### config.mk
export PLATFORM = sky130hd
export DESIGN_NAME = gpiotest_main_pinwalk
export DESIGN_NICKNAME = d
export VERILOG_FILES = /design/src/rtl/gpiotest_main_pinwalk.sv
export SDC_FILE = /design/constraint.sdc
export NUM_CORES = 1
export LEC_CHECK = 0
export ABC_CLOCK_PERIOD_IN_PS = 4400
export CAP_MARGIN = 0
export CELL_PAD_IN_SITES_DETAIL_PLACEMENT = 0
export CELL_PAD_IN_SITES_GLOBAL_PLACEMENT = 1
export CORE_MARGIN = 5
export CORE_UTILIZATION = 51
export DETAILED_ROUTE_END_ITERATION = 6
export DONT_BUFFER_PORTS = 1
export PLACE_DENSITY = 0.95
export SYNTH_ARGS = -nofsm -noshare
export SYNTH_HDL_FRONTEND = slang
export SYNTH_SLANG_ARGS = --single-unit
### constraint.sdc
create_clock -name clk -period 4.4 [get_ports clk]
set_clock_uncertainty 0.05 [all_clocks]
set_input_delay 1.32 -clock clk [delete_from_list [all_inputs] [get_ports clk]]
set_output_delay 1.32 -clock clk [all_outputs]
set_load 0.03 [all_outputs]
### src/rtl/gpiotest_main_pinwalk.sv
// Board GPIO connectivity exerciser: walking-one then walking-zero across 32 header pins.
// Build option: define OSC_EN to drop the gpio_20 port (pin reserved for the oscillator path).
module gpiotest_main_pinwalk #(
    parameter int unsigned TICK_CYCLES = 12_000
) (
    input  logic clk,
    input  logic reset,
    output logic gpio_23,
    output logic gpio_25,
    output logic gpio_26,
    output logic gpio_27,
    output logic gpio_32,
    output logic gpio_35,
    output logic gpio_31,
    output logic gpio_37,
    output logic gpio_34,
    output logic gpio_43,
    output logic gpio_36,
    output logic gpio_42,
    output logic gpio_38,
    output logic gpio_28,
`ifndef OSC_EN
    output logic gpio_20,
`endif
    output logic gpio_10,
    output logic gpio_12,
    output logic gpio_21,
    output logic gpio_13,
    output logic gpio_19,
    output logic gpio_18,
    output logic gpio_11,
    output logic gpio_9,
    output logic gpio_6,
    output logic gpio_44,
    output logic gpio_4,
    output logic gpio_3,
    output logic gpio_48,
    output logic gpio_45,
    output logic gpio_47,
    output logic gpio_46,
    output logic gpio_2
);

    localparam int unsigned CNT_W = 24;
    localparam int unsigned SEQ_W = 6;
    localparam logic [CNT_W-1:0] TICK_LAST = CNT_W'(TICK_CYCLES - 1);

    logic [CNT_W-1:0] tick_cnt;
    logic [SEQ_W-1:0] seq;
    logic             tick;

    assign tick = (tick_cnt == TICK_LAST);

    // Pattern bit for one pin index: selected pin inverted against the rest, polarity from seq[5].
    function automatic logic pat_bit(input logic [SEQ_W-1:0] s, input logic [4:0] idx);
        return (s[4:0] == idx) ^ s[5];
    endfunction

    // Prescaler and step counter
    always_ff @(posedge clk) begin
        if (reset) begin
            tick_cnt <= '0;
            seq      <= '0;
        end else begin
            tick_cnt <= tick ? '0 : tick_cnt + CNT_W'(1);
            if (tick) begin
                seq <= seq + SEQ_W'(1);
            end
        end
    end

    // Registered pin decode; outputs lag seq by one edge
    always_ff @(posedge clk) begin
        if (reset) begin
            gpio_23 <= 1'b0;
            gpio_25 <= 1'b0;
            gpio_26 <= 1'b0;
            gpio_27 <= 1'b0;
            gpio_32 <= 1'b0;
            gpio_35 <= 1'b0;
            gpio_31 <= 1'b0;
            gpio_37 <= 1'b0;
            gpio_34 <= 1'b0;
            gpio_43 <= 1'b0;
            gpio_36 <= 1'b0;
            gpio_42 <= 1'b0;
            gpio_38 <= 1'b0;
            gpio_28 <= 1'b0;
`ifndef OSC_EN
            gpio_20 <= 1'b0;
`endif
            gpio_10 <= 1'b0;
            gpio_12 <= 1'b0;
            gpio_21 <= 1'b0;
            gpio_13 <= 1'b0;
            gpio_19 <= 1'b0;
            gpio_18 <= 1'b0;
            gpio_11 <= 1'b0;
            gpio_9  <= 1'b0;
            gpio_6  <= 1'b0;
            gpio_44 <= 1'b0;
            gpio_4  <= 1'b0;
            gpio_3  <= 1'b0;
            gpio_48 <= 1'b0;
            gpio_45 <= 1'b0;
            gpio_47 <= 1'b0;
            gpio_46 <= 1'b0;
            gpio_2  <= 1'b0;
        end else begin
            gpio_23 <= pat_bit(seq, 5'd0);
            gpio_25 <= pat_bit(seq, 5'd1);
            gpio_26 <= pat_bit(seq, 5'd2);
            gpio_27 <= pat_bit(seq, 5'd3);
            gpio_32 <= pat_bit(seq, 5'd4);
            gpio_35 <= pat_bit(seq, 5'd5);
            gpio_31 <= pat_bit(seq, 5'd6);
            gpio_37 <= pat_bit(seq, 5'd7);
            gpio_34 <= pat_bit(seq, 5'd8);
            gpio_43 <= pat_bit(seq, 5'd9);
            gpio_36 <= pat_bit(seq, 5'd10);
            gpio_42 <= pat_bit(seq, 5'd11);
            gpio_38 <= pat_bit(seq, 5'd12);
            gpio_28 <= pat_bit(seq, 5'd13);
`ifndef OSC_EN
            gpio_20 <= pat_bit(seq, 5'd14);
`endif
            gpio_10 <= pat_bit(seq, 5'd15);
            gpio_12 <= pat_bit(seq, 5'd16);
            gpio_21 <= pat_bit(seq, 5'd17);
            gpio_13 <= pat_bit(seq, 5'd18);
            gpio_19 <= pat_bit(seq, 5'd19);
            gpio_18 <= pat_bit(seq, 5'd20);
            gpio_11 <= pat_bit(seq, 5'd21);
            gpio_9  <= pat_bit(seq, 5'd22);
            gpio_6  <= pat_bit(seq, 5'd23);
            gpio_44 <= pat_bit(seq, 5'd24);
            gpio_4  <= pat_bit(seq, 5'd25);
            gpio_3  <= pat_bit(seq, 5'd26);
            gpio_48 <= pat_bit(seq, 5'd27);
            gpio_45 <= pat_bit(seq, 5'd28);
            gpio_47 <= pat_bit(seq, 5'd29);
            gpio_46 <= pat_bit(seq, 5'd30);
            gpio_2  <= pat_bit(seq, 5'd31);
        end
    end

endmodule

==> out/qor.yml <==
grt_max_degree: 46
powerDensity_mw_per_mm2: 370
top_regs: "tick_cnt: 24 flops, seq: 6 flops"
yosysWarnings: 0
synthSimpleGateAreaFrac: 0.266
pwr-share-comb: 0.007
required_ns: 3.03
criticalPathCategory: "flip-flop to output port"
drc: 0
dpl.hpwl_mm: 3.56
crit_fanout: 1
grt_setup_unrepaired: "false"
die_height_um: 84.4
synth_top_family_by_area: "simple AND/OR/NAND/NOR gates"
syn_area_per_cell_um2: 8.53
drive_gt1_frac: 0.0708
internal_power_uw: 884
synth_cells: 331
pwr-share-clk: 0.484
syn-cell-area_mm2: 0.00282
finalSetupViolCount: 0
first_pass_iters: 5
die_w_um: 84.4
period_minus_slack_ns: 2.21
drv_slew: 0
endpoint_kind: "output port"
post_drt_wl_per_cell_um: 13.5
largest_register: "tick_cnt"
slew-limit-headroom: 0.510
yosysTopAreaCell: "dfxtp_1"
vias: 2184
synthXorXnorAreaFrac: 0.0775
cts-resized-gates: 0
overflow: 0
crit_path_start_kind: "flip-flop"
synth.distinct_cells: 38
hold_buffers: 0
worst_pin_slew_ns: 0.735
maxCapViolCount: 0
p_seq_frac: 0.509
port_buffers: 0
power_switching_uw: 230
largest_reg_flops: 24
post-route-period-util: 0.503
initial_core_util: 0.519
wl_mm: 5.35
dpl_cell_area_mm2: 0.00280
post-route-util: 0.553
ir_drop_mv: 0.199
fmax_mhz: 452
gp_congestion: 0.801
grt_first_pass_wirelength_mm: 9.33
hold_viol: 0
p_total_mw: 1.11
cts_setup_buffers: 0
finalInstanceArea_mm2: 0.00301
synth_mux_area_frac: 0.0120
io_pins: 34
yosys_register_bits: 62
switching_share: 0.206
synthAdderAreaFrac: 0.0310
cts_buffer_depth: 2
vias_per_cell: 5.50
cts_max_level: 3
coreArea_mm2: 0.00544
synth_compound_gate_area_share: 0.121
ant_nets: 0
grt_pass1_vias: 2040
antenna_found_initial: 0
seq_area_frac_synth: 0.440
min_path_type: "flip-flop to flip-flop"
rows: 27
status: "completed"
clkTransAtPathRegs_ns: 0.07
p_leak_nw: 1.00
worstSkewPairLatency_ns: 0.34
grt_usage: 0.159
fin_tns_setup_ns: 0
cts_made_buffers: 9
dieArea_mm2: 0.00713
syn2layout_area_growth_pct: 6.60
first_iter_violations: 83
layout.nets: 329
root_buffer: "clkbuf_8"
syn-num-nets: 340
yosysTopAreaCellShare: 0.440
n_antenna_cell: 0
netlist_top_cells_area: "dfxtp_1 44%, a21oi_1 5.7%, or3_1 5.5%"
cts_tree: "built"
cp_data_arrival_time_ns: 0.84
cts.sinks: 62
## final cells by class
type,count,area (um^2)
clock buffer,10,128
clock inverter,6,86.3
fill,504,2430
inverter,6,22.5
multi-input combinational,240,1440
sequential,62,1240
tap,72,90.1
timing repair buffer,1,7.51
## layer usage
metal  vias up  global-route usage  routed length (um)
met4         0              0.0978                 115
li1       1128                   -                   -
met1       999               0.193                2420
met5         -                   0                   0
met2        45               0.254                2520
met3        12              0.0402                 300
## synthesized netlist by cell type, drive strengths merged
| cell | count |
|---|---|
| a21o | 1 |
| a21oi | 32 |
| and2 | 5 |
| and2b | 1 |
| and3 | 3 |
| and4 | 4 |
| and4b | 1 |
| buf | 6 |
| clkbuf | 16 |
| dfxtp | 62 |
| dlymetal6s2s | 1 |
| ha | 7 |
| inv | 6 |
| mux2 | 3 |
| nand2 | 18 |
| nand2b | 2 |
| nand3 | 13 |
| nand4 | 7 |
| nand4b | 1 |
| nor2 | 40 |
| nor2b | 4 |
| nor3 | 4 |
| nor4 | 2 |
| o21ai | 26 |
| o31ai | 6 |
| or2 | 1 |
| or3 | 26 |
| or4 | 6 |
| or4b | 2 |
| xnor2 | 13 |
| xor2 | 12 |
## kinds of logic (layout without fill, tap and decap cells)
kind of cell / Yosys count / count (layout)
buf+inv: 29 / 23
flops: 62 / 62
compound gates: 65 / 65
mux: 3 / 3
xor+xnor: 25 / 25
simple gates: 140 / 140
fa+ha+maj: 7 / 7
## through the flow
stage	hold slack, ns	instances	setup slack (ns)
3_5_place_dp	0.395	381	2.17
4_1_cts	0.410	397	2.16
2_1_floorplan	0.376	331	2.29
5_1_grt	0.435	397	2.00
3_3_place_gp	0.386	381	2.20
6_report	0.405	397	2.19
## placed cells by master, fill, tap and decap left out, drive strengths merged, types with 4 or more instances in the layout
master  Yosys  routed
or4         6       6
nor2       40      40
ha          7       7
xnor2      13      13
dfxtp      62      62
a21oi      32      32
o31ai       6       6
and4        4       4
nor3        4       4
xor2       12      12
nand3      13      13
and2        5       5
nor2b       4       4
inv         6       6
clkbuf     16      10
or3        26      26
nand2      18      18
o21ai      26      26
nand4       7       7
## worst paths after layout
| path | startpoint | end | slack [ns] | depth (start not counted) |
|---|---|---|---|---|
| min reg2reg | tick_cnt[0] | tick_cnt[0] | 0.40 | 1 |
| max | gpio_28 | gpio_28 | 2.19 | 0 |
| min | tick_cnt[0] | tick_cnt[0] | 0.40 | 1 |
| max reg2reg | tick_cnt[22] | seq[5] | 2.20 | 4 |
## power by group through the flow
stage	registers, mW	clock network [mW]	logic (mW)
after floorplan	0.579	0	0.0118
after global placement	0.580	0	0.00840
after detailed placement	0.580	0	0.00845
after CTS	0.567	0.555	0.00845
after global routing	0.567	0.583	0.00949
final	0.567	0.539	0.00824
Power figures use the tool's default switching activity.
